**config.mk**
```make
export PLATFORM = sky130hd
export DESIGN_NAME = booth_seq_ctrl
export DESIGN_NICKNAME = d
export VERILOG_FILES = /design/src/rtl/booth_seq_ctrl.sv
export SDC_FILE = /design/constraint.sdc
export NUM_CORES = 1
export LEC_CHECK = 0
export CAP_MARGIN = 25
export CORE_MARGIN = 1.5
export CORE_UTILIZATION = 40
export CTS_CLUSTER_DIAMETER = 80
export DETAILED_ROUTE_END_ITERATION = 12
export GPL_TIMING_DRIVEN = 0
export PLACE_DENSITY = 0.77
export SYNTH_ARGS = -nofsm -noshare
export SYNTH_HDL_FRONTEND = slang
export SYNTH_SLANG_ARGS = --single-unit
```
**constraint.sdc**
```tcl
create_clock -name clk -period 1.9 [get_ports clk]
set_input_delay 0.38 -clock clk [delete_from_list [all_inputs] [get_ports clk]]
set_output_delay 0.38 -clock clk [all_outputs]
set_load 0.02 [all_outputs]
```
**src/rtl/booth_seq_ctrl.sv**
```systemverilog
// Sequencer that queues signed 4-bit operand pairs and drives an external 4x4 Booth multiplier.
// Optional product checker is enabled by defining BOOTH_SEQ_CHECK_EN.
module booth_seq_ctrl #(
    parameter int unsigned DEPTH   = 4,
    parameter int unsigned TIMEOUT = 8
) (
    input  logic       clk,
    input  logic       resetn,
    input  logic       in_valid,
    output logic       in_ready,
    input  logic [3:0] in_m,
    input  logic [3:0] in_a,
    output logic       out_valid,
    input  logic       out_ready,
    output logic [7:0] out_product,
    output logic       out_err,
    output logic [3:0] mult_m,
    output logic [3:0] mult_a,
    output logic       mult_resetn,
    input  logic       mult_valid,
    input  logic [7:0] mult_product,
    output logic       busy,
    output logic       chk_err
);

    localparam int unsigned AW = $clog2(DEPTH);
    localparam int unsigned CW = AW + 1;
    localparam int unsigned TW = $clog2(TIMEOUT + 1);

    typedef enum logic [1:0] {
        S_IDLE,
        S_LAUNCH,
        S_WAIT,
        S_OUT
    } state_t;

    state_t         r_state;
    state_t         w_next;

    logic [7:0]     r_mem [DEPTH];
    logic [AW-1:0]  r_wptr;
    logic [AW-1:0]  r_rptr;
    logic [CW-1:0]  r_count;
    logic [TW-1:0]  r_wcnt;
    logic [3:0]     r_mult_m;
    logic [3:0]     r_mult_a;
    logic           r_mult_resetn;
    logic [7:0]     r_out_product;
    logic           r_out_err;

    logic           w_full;
    logic           w_push;
    logic           w_pop;
    logic           w_capture;
    logic           w_timeout;
    logic [7:0]     w_head;

    assign w_full    = (r_count == CW'(DEPTH));
    assign w_push    = in_valid && !w_full;
    assign w_pop     = (r_state == S_IDLE) && (r_count != '0);
    assign w_head    = r_mem[r_rptr];
    assign w_capture = (r_state == S_WAIT) && mult_valid;
    assign w_timeout = (r_state == S_WAIT) && !mult_valid && (r_wcnt == TW'(TIMEOUT - 1));

    always_ff @(posedge clk) begin
        if (w_push) begin
            r_mem[r_wptr] <= {in_m, in_a};
        end
    end

    always_ff @(posedge clk or negedge resetn) begin
        if (!resetn) begin
            r_wptr  <= '0;
            r_rptr  <= '0;
            r_count <= '0;
        end else begin
            if (w_push) begin
                r_wptr <= r_wptr + 1'b1;
            end
            if (w_pop) begin
                r_rptr <= r_rptr + 1'b1;
            end
            case ({w_push, w_pop})
                2'b10:   r_count <= r_count + 1'b1;
                2'b01:   r_count <= r_count - 1'b1;
                default: r_count <= r_count;
            endcase
        end
    end

    always_comb begin
        w_next = r_state;
        case (r_state)
            S_IDLE: begin
                if (w_pop) begin
                    w_next = S_LAUNCH;
                end
            end
            S_LAUNCH: w_next = S_WAIT;
            S_WAIT: begin
                if (w_capture || w_timeout) begin
                    w_next = S_OUT;
                end
            end
            S_OUT: begin
                if (out_ready) begin
                    w_next = S_IDLE;
                end
            end
            default: w_next = S_IDLE;
        endcase
    end

    always_ff @(posedge clk or negedge resetn) begin
        if (!resetn) begin
            r_state       <= S_IDLE;
            r_wcnt        <= '0;
            r_mult_m      <= '0;
            r_mult_a      <= '0;
            r_mult_resetn <= 1'b0;
            r_out_product <= '0;
            r_out_err     <= 1'b0;
        end else begin
            r_state <= w_next;
            r_wcnt  <= (r_state == S_WAIT) ? r_wcnt + 1'b1 : '0;
            // Multiplier stays released while its result is parked in OUT.
            r_mult_resetn <= (w_next == S_WAIT) || (w_next == S_OUT);
            if (w_pop) begin
                r_mult_m <= w_head[7:4];
                r_mult_a <= w_head[3:0];
            end
            if (w_capture) begin
                r_out_product <= mult_product;
                r_out_err     <= 1'b0;
            end else if (w_timeout) begin
                r_out_product <= '0;
                r_out_err     <= 1'b1;
            end
        end
    end

`ifdef BOOTH_SEQ_CHECK_EN
    logic signed [7:0] w_m_ext;
    logic signed [7:0] w_a_ext;
    logic signed [7:0] w_expect;
    logic              r_chk_err;

    assign w_m_ext  = {{4{r_mult_m[3]}}, r_mult_m};
    assign w_a_ext  = {{4{r_mult_a[3]}}, r_mult_a};
    assign w_expect = w_m_ext * w_a_ext;

    always_ff @(posedge clk or negedge resetn) begin
        if (!resetn) begin
            r_chk_err <= 1'b0;
        end else if (w_capture && (mult_product != w_expect)) begin
            r_chk_err <= 1'b1;
        end
    end

    assign chk_err = r_chk_err;
`else
    assign chk_err = 1'b0;
`endif

    assign in_ready    = !w_full;
    assign out_valid   = (r_state == S_OUT);
    assign out_product = r_out_product;
    assign out_err     = r_out_err;
    assign mult_m      = r_mult_m;
    assign mult_a      = r_mult_a;
    assign mult_resetn = r_mult_resetn;
    assign busy        = (r_state != S_IDLE) || (r_count != '0);

endmodule
```
==> impl_metrics.csv, run 1 <==
group,metric,value,unit
grt,largest_net_degree_at_the_start_of_global_routing,32,
critical_path,worst_setup_path_startpoint,"r_count[0]",
yosys,syn_inst,146,
clock_network,cts.reportedPaths.clkPinSlew,0.07,ns
die,row_cnt,28,
critical_path,timing.rr.start,"r_count[0]",
yosys,share_of_async_settable_or_async_resettable_flops_after_synthesis,0.492,
final_layout,final_layout_size_suffix_gt1_frac,0.233,
critical_path,r2r_slack,-0.11,ns
critical_path,start_kind,"flip-flop",
critical_path,crit_path_top_delay_cell,"sky130_fd_sc_hd__dfrtp_1",
critical_path,regToRegEndpoint,"r_count[2]",
power,power_density,1610,mW/mm^2
grt,number_of_antenna_violations_at_the_first_check_in_global_routing,0,
detailed_routing,route.vias.total,1368,
timing,slew_viol_final,0,
place,place_worst_setup_slack,-0.251,ns
final_layout,num-nets-final,229,
final_layout,seqCellArea,0.00174,mm^2
power,leakage,1.30,nW
clock_network,h-tree-depth,3,
die,floorplan.core_area,0.00599,mm^2
critical_path,worst_path_largest_cell_delay,0.43,ns
critical_path,timing.reg2reg.worst_path_depth,9,
grt,first_global_vias,1384,
final_layout,insertedDiodeCount,0,
timing,relSlewSlack,0.528,
clock_network,clock_sinks,63,
critical_path,critical_path.endpoint,"r_count[2]",
detailed_routing,drt.antenna.violating_nets,0,
power,ir_worst_vdd,0.827,mV
yosys,synth.area.top_cells,"sky130_fd_sc_hd__edfxtp_1 38%, sky130_fd_sc_hd__dfrtp_1 31%, sky130_fd_sc_hd__mux4_2 4.5%, sky130_fd_sc_hd__mux2_2 3.6%, sky130_fd_sc_hd__mux4_1 3.1%",
critical_path,critical_path.cell_chain,"or3b_4, and2_4, inv_2, ha_4, inv_2, fa_2, xor2_1, nor2_1, xor2_1",
timing,fin_crit,2.01,ns
timing,worst_slew_pin_tran,0.708,ns
final_layout,fillCellCount,489,
critical_path,cp.required,2.15,ns
timing,hold_violations,0,
timing,final-setup-viol-count,1,
timing,achievable-frequency,0.498,GHz
critical_path,crit_path_end_kind,"flip-flop",
detailed_routing,routed_wire_length_per_instance,15.0,um
detailed_routing,remaining_drc_errors,0,
clock_network,clock_path_buffers,2,
final_layout,multi_input_comb_area,729,um^2
place,post-place-cells,262,
die,overall_die_width,82.1,um
clock_network,cts_tree,"yes",
final_layout,utilization,0.542,
grt,grt.overflow.total,0,
place,port_buffers,41,
clock_network,clk-insertion-delay-late,0.33,ns
place,place_hpwl,2.85,mm
place,post_dp_cell_area,0.00302,mm^2
timing,fin_ws,-0.110,ns
critical_path,crit_arrival,2.26,ns
clock_network,clockRootBuffer,"sky130_fd_sc_hd__clkbuf_8",
yosys,synth_cell_type_count,31,
yosys,synth_area_leader_cell,"sky130_fd_sc_hd__edfxtp_1",
detailed_routing,drt_iter0_drc,43,
place,finalWeightedCongestion,0.671,
timing,final.setup_skew,0.00546,ns
run_status,failed_checks,"setup timing",
critical_path,cp.depth,9,
die,floorplan.initialDensity,0.418,
timing,finalCritPeriodShare,1.06,
yosys,synth_sequential_area_ratio,0.693,
clock_network,cts_buffers,9,
detailed_routing,via_per_inst,4.87,
die,die_height,82.1,um
final_layout,final_design_area_no_fill,0.00324,mm^2
yosys,synth_area,0.00250,mm^2
timing,fin_tns_setup,-0.110,ns
yosys,syn_area_per_cell,17.2,um^2
critical_path,path_buf_inv,2,
min_path,path_type_of_the_worst_min_delay_path,"input port to async pin",
run_status,status,"complete, but fails checks",
yosys,synth-edff-count,32,
detailed_routing,wirelength,4.23,mm
final_layout,synthesis_to_layout_area_growth,29.5,%
flow_run,cap_viol_max_count,0,
final_layout,instances_no_fill,281,
timing,hold_slack,0.0999,ns
die,io_pins,43,
detailed_routing,drt_pre_antenna_iters,4,
yosys,postSynthRegisterBits,63,
yosys,synth_largest_type_area_fraction,0.384,
critical_path,worst_path_class_setup,"flip-flop to flip-flop",
critical_path,crit_family,"simple AND/OR/NAND/NOR gates",
critical_path,critical_path_peak_fanout,4,
power,fin_total_pwr,5.23,mW
die,floorplan.die_area,0.00675,mm^2
timing,grt_setup_unrepaired,"yes",
yosys,synth_warnings,0,
yosys,ys_dominant_reg_cell,"sky130_fd_sc_hd__edfxtp_1",
grt,combined_global_route_utilization_of_all_metal_layers,0.144,
grt,first_pass_grt_wire_length,6.85,mm
yosys,postSynthNetCount,174,
==> worst reg2reg max path, stage by stage (launching register included) <==
cell and delay (ns):
sky130_fd_sc_hd__dfrtp_1 0.43, sky130_fd_sc_hd__or3b_4 0.40, sky130_fd_sc_hd__and2_4 0.15, sky130_fd_sc_hd__inv_2 0.06, sky130_fd_sc_hd__ha_4 0.13, sky130_fd_sc_hd__inv_2 0.03, sky130_fd_sc_hd__fa_2 0.32, sky130_fd_sc_hd__xor2_1 0.14
sky130_fd_sc_hd__nor2_1 0.12, sky130_fd_sc_hd__xor2_1 0.15
==> metal layers <==
layer  wire length, um  vias up  GRT usage
met5                 0        -          0
met4                68        0     0.0610
met3               180        8     0.0440
met2              2120       33      0.232
met1              1860      681      0.180
li1                  -      646          -
==> repair_timing <==
action / 4_1_cts / 5_1_grt
setup endpoints to repair: 5 / 3
setup buffers: 3 / 1
hold buffers: 0 / 0
gates resized for setup: 10 / 4
pin swaps: 4 / 1
gates cloned: 0 / 0
==> worst min path at each step <==
stage / start / endpoint / slack [ns] / cells after the start
after floorplan: resetn / mult_a[0] / 0.08 / 0
after global placement: r_wcnt[0] / r_wcnt[0] / 0.45 / 1
after detailed placement: r_wcnt[0] / r_wcnt[0] / 0.46 / 1
after CTS: resetn / mult_m[0] / 0.11 / 1
after global routing: resetn / mult_m[0] / 0.15 / 1
final: resetn / mult_m[2] / 0.1 / 1
==> where the power goes <==
| group | internal, mW | total, mW | switching [mW] | leakage, nW |
|---|---|---|---|---|
| sequential | 1.90 | 2.12 | 0.216 | 0.670 |
| combinational | 1.04 | 1.97 | 0.933 | 0.527 |
| clock | 0.657 | 1.14 | 0.486 | 0.108 |
| total | 3.60 | 5.23 | 1.63 | 1.30 |
==> cells by family after synthesis <==
logic type                 count (synthesis)  share of synthesized area
buffers and inverters                     13                     0.0255
other                                      1                    0.00150
adders and majority gates                  7                     0.0380
and+or+nand+nor                           23                     0.0524
xor gates and xnor gates                   8                     0.0280
AOI/OAI and AO/OA                         13                     0.0390
DFF                                       63                      0.693
muxes                                     18                      0.122
==> synth_stat cells (all sizes together), types with 3 or more instances <==
| cell | n |
|---|---|
| inv | 8 |
| mux2 | 9 |
| a21oi | 3 |
| and2 | 3 |
| dfrtp | 31 |
| edfxtp | 32 |
| mux4 | 8 |
| xnor2 | 5 |
| buf | 3 |
| a22o | 8 |
| nor2 | 6 |
| ha | 6 |
| xor2 | 3 |
| and3 | 4 |
==> final cells by class <==
type | instances | area share
well taps | 75 | 0.0289
clock buffers | 14 | 0.0598
clock inverters | 2 | 0.00309
inverters | 8 | 0.00926
repair buffers | 45 | 0.131
multi-input cells | 70 | 0.225
flip-flops and latches | 63 | 0.535
plain buffers | 4 | 0.00810
==> cell usage in the layout, fill, tap and decap left out, types with 4 or more instances in the layout <==
cell	netlist	layout
sky130_fd_sc_hd__inv_1	8	5
sky130_fd_sc_hd__mux4_2	5	5
sky130_fd_sc_hd__xnor2_1	5	5
sky130_fd_sc_hd__and3_1	4	4
sky130_fd_sc_hd__clkbuf_8	0	12
sky130_fd_sc_hd__clkdlybuf4s50_1	0	37
sky130_fd_sc_hd__buf_4	2	5
sky130_fd_sc_hd__nor2_1	6	5
sky130_fd_sc_hd__a22o_1	8	8
sky130_fd_sc_hd__dfrtp_1	31	31
sky130_fd_sc_hd__mux2_2	8	8
sky130_fd_sc_hd__ha_1	6	5
sky130_fd_sc_hd__edfxtp_1	32	32
==> flip-flops by register name, indices dropped and copies added, names as in the netlist, 2 cells and up <==
name	flops
out_product	8
mult_a	4
r_state	2
r_rptr	2
r_count	3
r_wptr	2
mult_m	4
r_wcnt	4
r_mem	32
Power figures use the tool's default switching activity.
==> run 2: changes to the inputs <==
Settings changed: PLACE_DENSITY 0.77 to unset, PLACE_DENSITY_LB_ADDON set to 0.05.
==> impl_metrics.csv, run 2 (synthesis gave the netlist of run 1 again) <==
group,metric,value,unit
place,place_worst_setup_slack,-0.235,ns
final_layout,utilization,0.545,
run_status,status,"complete, but fails checks",
die,floorplan.die_area,0.00675,mm^2
place,port_buffers,41,
clock_network,cts.reportedPaths.clkPinSlew,0.07,ns
critical_path,start_kind,"flip-flop",
critical_path,worst_path_largest_cell_delay,0.41,ns
detailed_routing,wirelength,4.42,mm
flow_run,cap_viol_max_count,0,
place,place_hpwl,2.96,mm
detailed_routing,remaining_drc_errors,0,
place,finalWeightedCongestion,0.718,
power,leakage,1.31,nW
critical_path,worst_path_class_setup,"flip-flop to flip-flop",
die,overall_die_width,82.1,um
grt,first_pass_grt_wire_length,7.25,mm
run_status,failed_checks,"setup timing",
final_layout,register_with_the_most_flip_flops,"r_mem",
critical_path,critical_path_peak_fanout,3,
timing,achievable-frequency,0.499,GHz
timing,final-setup-viol-count,1,
timing,relSlewSlack,0.534,
timing,fin_crit,2.00,ns
final_layout,num-nets-final,231,
clock_network,cts_buffers,9,
detailed_routing,via_per_inst,4.88,
critical_path,crit_path_top_delay_cell,"sky130_fd_sc_hd__or3b_4",
critical_path,cp.required,2.15,ns
critical_path,crit_arrival,2.25,ns
power,power_density,1640,mW/mm^2
detailed_routing,drt_iter0_drc,43,
detailed_routing,drt.antenna.violating_nets,0,
die,floorplan.core_area,0.00599,mm^2
final_layout,mostFrequentLayoutCell,"sky130_fd_sc_hd__clkdlybuf4s50_1",
grt,largest_net_degree_at_the_start_of_global_routing,32,
timing,final.setup_skew,0.00665,ns
timing,finalCritPeriodShare,1.05,
final_layout,largest_register_ff_count,32,
grt,first_global_vias,1501,
power,ir_worst_vdd,0.776,mV
grt,grt.overflow.total,0,
timing,worst_slew_pin_tran,0.699,ns
grt,number_of_antenna_violations_at_the_first_check_in_global_routing,0,
clock_network,cts_tree,"yes",
clock_network,h-tree-depth,3,
clock_network,clk-insertion-delay-late,0.32,ns
detailed_routing,routed_wire_length_per_instance,15.6,um
detailed_routing,drt_pre_antenna_iters,4,
power,fin_total_pwr,5.36,mW
clock_network,clock_sinks,63,
critical_path,crit_path_end_kind,"flip-flop",
clock_network,clockRootBuffer,"sky130_fd_sc_hd__clkbuf_8",
final_layout,insertedDiodeCount,0,
min_path,path_type_of_the_worst_min_delay_path,"input port to async pin",
die,io_pins,43,
grt,combined_global_route_utilization_of_all_metal_layers,0.154,
timing,grt_setup_unrepaired,"yes",
timing,hold_violations,0,
timing,fin_tns_setup,-0.102,ns
final_layout,synthesis_to_layout_area_growth,30.4,%
clock_network,clock_path_buffers,2,
die,die_height,82.1,um
clock_network,ctsHoldBuffers,0,
critical_path,critical_path.cell_chain,"or3b_4, and2_4, inv_4, ha_4, inv_2, fa_2, xor2_1, nor2_1, xor2_1",
timing,hold_slack,0.101,ns
final_layout,layout.cells.most_common_list,"37 x sky130_fd_sc_hd__clkdlybuf4s50_1, 32 x sky130_fd_sc_hd__edfxtp_1, 31 x sky130_fd_sc_hd__dfrtp_1",
timing,slew_viol_final,0,
detailed_routing,route.vias.total,1380,
final_layout,final_layout_size_suffix_gt1_frac,0.221,
die,row_cnt,28,
timing,fin_ws,-0.102,ns
critical_path,worst_path_most_repeated_cell,"sky130_fd_sc_hd__xor2_1",
die,floorplan.initialDensity,0.418,
==> run 2: cell count changes in the layout (fill, tap and decap cells not counted), sizes merged <==
cell and delta:
buf +2, clkbuf -3, bufinv +2, clkinv +1
==> run 2: final timing paths <==
path	slack, ns	cells past startpoint	end	start
setup / recovery	-0.10	9	r_count[2]	r_count[1]
hold / removal	0.10	1	out_product[5]	resetn
setup reg to reg	-0.10	9	r_count[2]	r_count[1]
hold reg to reg	0.46	1	r_wcnt[0]	r_wcnt[0]
max in group asynchronous	1.35	1	mult_a[0]	resetn
min in group clk	0.46	1	r_wcnt[0]	r_wcnt[0]
==> run 2: worst max-delay path, delay by kind of cell (launching register included) <==
family | cells | cell delay, ns
and+or+nand+nor | 3 | 0.68
adders and majority gates | 2 | 0.46
xor gates and xnor gates | 2 | 0.30
buffers and inverters | 2 | 0.09
DFF | 1 | 0.40
==> run 2: timing repair <==
item / in CTS / in global routing
setup endpoints to repair: 4 / 2
hold endpoints to repair: 0 / 0
buffers inserted: 5 / 0
gates resized for setup: 13 / 1
pin swaps: 5 / 2
==> run 2: power breakdown <==
part	internal, mW	total, mW	switching, mW
registers	1.90	2.11	0.209
logic	1.07	2.05	0.975
clock network	0.729	1.20	0.474
total	3.70	5.36	1.66
==> run 2: area by class of cell <==
type | instances | area (um^2)
clock buffer | 11 | 131
multi-input combinational | 70 | 729
clock inverter | 5 | 72.6
buffer | 5 | 37.5
timing repair buffer | 46 | 432
inverter | 8 | 32.5
fill | 497 | 2730
sequential | 63 | 1740
tap | 75 | 93.8
==> run 2: through the flow <==
step           cell area (um^2)  instances
6_report                   3270        283
5_1_grt                    3270        283
4_1_cts                    3260        283
3_5_place_dp               3020        262
3_3_place_gp               3020        262
2_1_floorplan              2520        146
==> run 2: metal layers <==
metal | vias to the layer above | GRT usage | wire length [um]
met5 | - | 0 | 0
met4 | 0 | 0.0763 | 61
met3 | 7 | 0.0363 | 234
met2 | 42 | 0.253 | 2180
met1 | 682 | 0.190 | 1940
li1 | 649 | - | -
==> run 3: changes to the inputs <==
Settings changed: PLACE_DENSITY_LB_ADDON 0.05 to 0.1.
==> impl_metrics.csv, run 3 (synthesis gave the netlist of run 1 again) <==
group,metric,value,unit
run_status,status,"complete, but fails checks",
run_status,failed_checks,"setup timing",
die,floorplan.core_area,0.00599,mm^2
detailed_routing,wirelength,4.76,mm
die,io_pins,43,
detailed_routing,via_per_inst,4.92,
grt,grt.overflow.total,0,
place,post_dp_cell_area,0.00305,mm^2
power,leakage,1.38,nW
critical_path,crit_family,"simple AND/OR/NAND/NOR gates",
final_layout,layout.cells.most_common_list,"38 x sky130_fd_sc_hd__clkdlybuf4s50_1, 32 x sky130_fd_sc_hd__edfxtp_1, 31 x sky130_fd_sc_hd__dfrtp_1",
place,port_buffers,41,
clock_network,cts_buffers,9,
critical_path,cp.required,2.14,ns
grt,first_global_vias,1446,
critical_path,path_buf_inv,2,
final_layout,mostFrequentLayoutCell,"sky130_fd_sc_hd__clkdlybuf4s50_1",
clock_network,ctsHoldBuffers,0,
timing,grt_setup_unrepaired,"yes",
clock_network,clock_path_buffers,2,
clock_network,cts_tree,"yes",
critical_path,crit_path_end_kind,"flip-flop",
critical_path,regToRegEndpoint,"r_count[2]",
timing,fin_crit,2.06,ns
critical_path,cp.depth,9,
die,overall_die_width,82.1,um
critical_path,crit_arrival,2.30,ns
place,finalWeightedCongestion,0.673,
final_layout,largest_register_ff_count,32,
final_layout,fillCellCount,456,
critical_path,critical_path_peak_fanout,4,
die,floorplan.die_area,0.00675,mm^2
final_layout,synthesis_to_layout_area_growth,36.2,%
grt,combined_global_route_utilization_of_all_metal_layers,0.157,
timing,slew_viol_final,0,
clock_network,cts.reportedPaths.clkPinSlew,0.07,ns
die,row_cnt,28,
timing,hold_slack,0.473,ns
critical_path,critical_path.endpoint,"r_count[2]",
clock_network,clockRootBuffer,"sky130_fd_sc_hd__clkbuf_8",
grt,largest_net_degree_at_the_start_of_global_routing,18,
timing,final-setup-viol-count,2,
detailed_routing,drt_pre_antenna_iters,5,
final_layout,insertedDiodeCount,0,
detailed_routing,drt.antenna.violating_nets,0,
detailed_routing,route.vias.total,1412,
min_path,path_type_of_the_worst_min_delay_path,"flip-flop to flip-flop",
final_layout,num-nets-final,235,
power,fin_total_pwr,5.79,mW
critical_path,start_kind,"flip-flop",
power,power_density,1700,mW/mm^2
final_layout,register_with_the_most_flip_flops,"r_mem",
die,die_height,82.1,um
timing,achievable-frequency,0.486,GHz
clock_network,clock_sinks,63,
grt,number_of_antenna_violations_at_the_first_check_in_global_routing,0,
power,ir_worst_vdd,0.746,mV
timing,relSlewSlack,0.444,
timing,fin_ws,-0.159,ns
place,place_hpwl,3.04,mm
timing,hold_violations,0,
critical_path,worst_setup_path_startpoint,"r_count[1]",
timing,worst_slew_pin_tran,0.832,ns
critical_path,r2r_slack,-0.16,ns
clock_network,h-tree-depth,3,
clock_network,clk-insertion-delay-late,0.32,ns
detailed_routing,routed_wire_length_per_instance,16.6,um
timing,finalCritPeriodShare,1.08,
grt,first_pass_grt_wire_length,7.29,mm
final_layout,final_design_area_no_fill,0.00341,mm^2
detailed_routing,drt_iter0_drc,45,
flow_run,cap_viol_max_count,0,
critical_path,worst_path_largest_cell_delay,0.40,ns
final_layout,final_layout_size_suffix_gt1_frac,0.250,
detailed_routing,remaining_drc_errors,0,
critical_path,timing.rr.start,"r_count[1]",
critical_path,worst_path_class_setup,"flip-flop to flip-flop",
critical_path,timing.reg2reg.worst_path_depth,9,
critical_path,crit_path_top_delay_cell,"sky130_fd_sc_hd__dfrtp_1",
die,floorplan.initialDensity,0.418,
critical_path,critical_path.cell_chain,"or3b_4, and2_4, inv_2, ha_4, inv_2, fa_2, xor2_1, nor2_1, xor2_1",
timing,final.setup_skew,0.00548,ns
## run 3: changes by cell type in the layout (fill, tap and decap cells not counted), moves of 2 or more
cell,previous run,this run
sky130_fd_sc_hd__buf_2,3,0
sky130_fd_sc_hd__buf_4,6,9
sky130_fd_sc_hd__bufinv_16,2,4
sky130_fd_sc_hd__clkbuf_1,4,2
sky130_fd_sc_hd__inv_2,1,3
## run 3: final cells by class
type | count | area, um^2 | area share
multi-input combinational | 70 | 747 | 0.219
buffer | 5 | 37.5 | 0.0110
inverter | 8 | 30.0 | 0.00880
sequential | 63 | 1740 | 0.509
clock inverter | 6 | 131 | 0.0385
tap | 75 | 93.8 | 0.0275
clock buffer | 10 | 138 | 0.0404
timing repair buffer | 50 | 497 | 0.146
## run 3: worst reg2reg max path, delay by kind of cell (launching register included)
kind / cells / cell delay, ns
simple gates: 3 / 0.71
flops: 1 / 0.40
xor+xnor: 2 / 0.33
fa+ha+maj: 2 / 0.45
buf+inv: 2 / 0.09
## run 3: routing by layer
| layer | GRT usage | routed length (um) |
|---|---|---|
| met2 | 0.265 | 2420 |
| met1 | 0.191 | 2090 |
| met5 | 0 | 0 |
| met3 | 0.0407 | 202 |
| met4 | 0.0712 | 49 |
## run 3: worst min path at each step
| stage | startpoint | to | slack [ns] | cells past startpoint |
|---|---|---|---|---|
| 6_report | r_wcnt[0] | r_wcnt[0] | 0.47 | 1 |
| 5_1_grt | r_wcnt[0] | r_wcnt[0] | 0.51 | 1 |
| 4_1_cts | r_wcnt[0] | r_wcnt[0] | 0.47 | 1 |
| 3_5_place_dp | r_wcnt[0] | r_wcnt[0] | 0.46 | 1 |
| 3_3_place_gp | r_wcnt[0] | r_wcnt[0] | 0.45 | 1 |
| 2_1_floorplan | resetn | mult_a[0] | 0.08 | 0 |
## run 3: power breakdown
group	total (mW)	internal (mW)	switching, mW
logic	2.14	1.13	1.01
clock network	1.54	1.04	0.501
registers	2.12	1.90	0.219
total	5.79	4.07	1.73
## run 3: metrics by stage
stage,util,setup WS (ns),instances,TNS [ns]
6_report,0.569,-0.159,287,-0.177
5_1_grt,0.569,-0.292,287,-0.421
4_1_cts,0.561,-0.176,283,-0.264
3_5_place_dp,0.509,-0.295,263,-0.486
3_3_place_gp,0.505,-0.180,262,-4.18
2_1_floorplan,-,-0.133,146,-0.147
## run 3: what timing repair did
item,CTS,global route
pin swaps,5,4
setup buffers,4,4
setup endpoints to repair,4,4
gates resized for setup,9,7
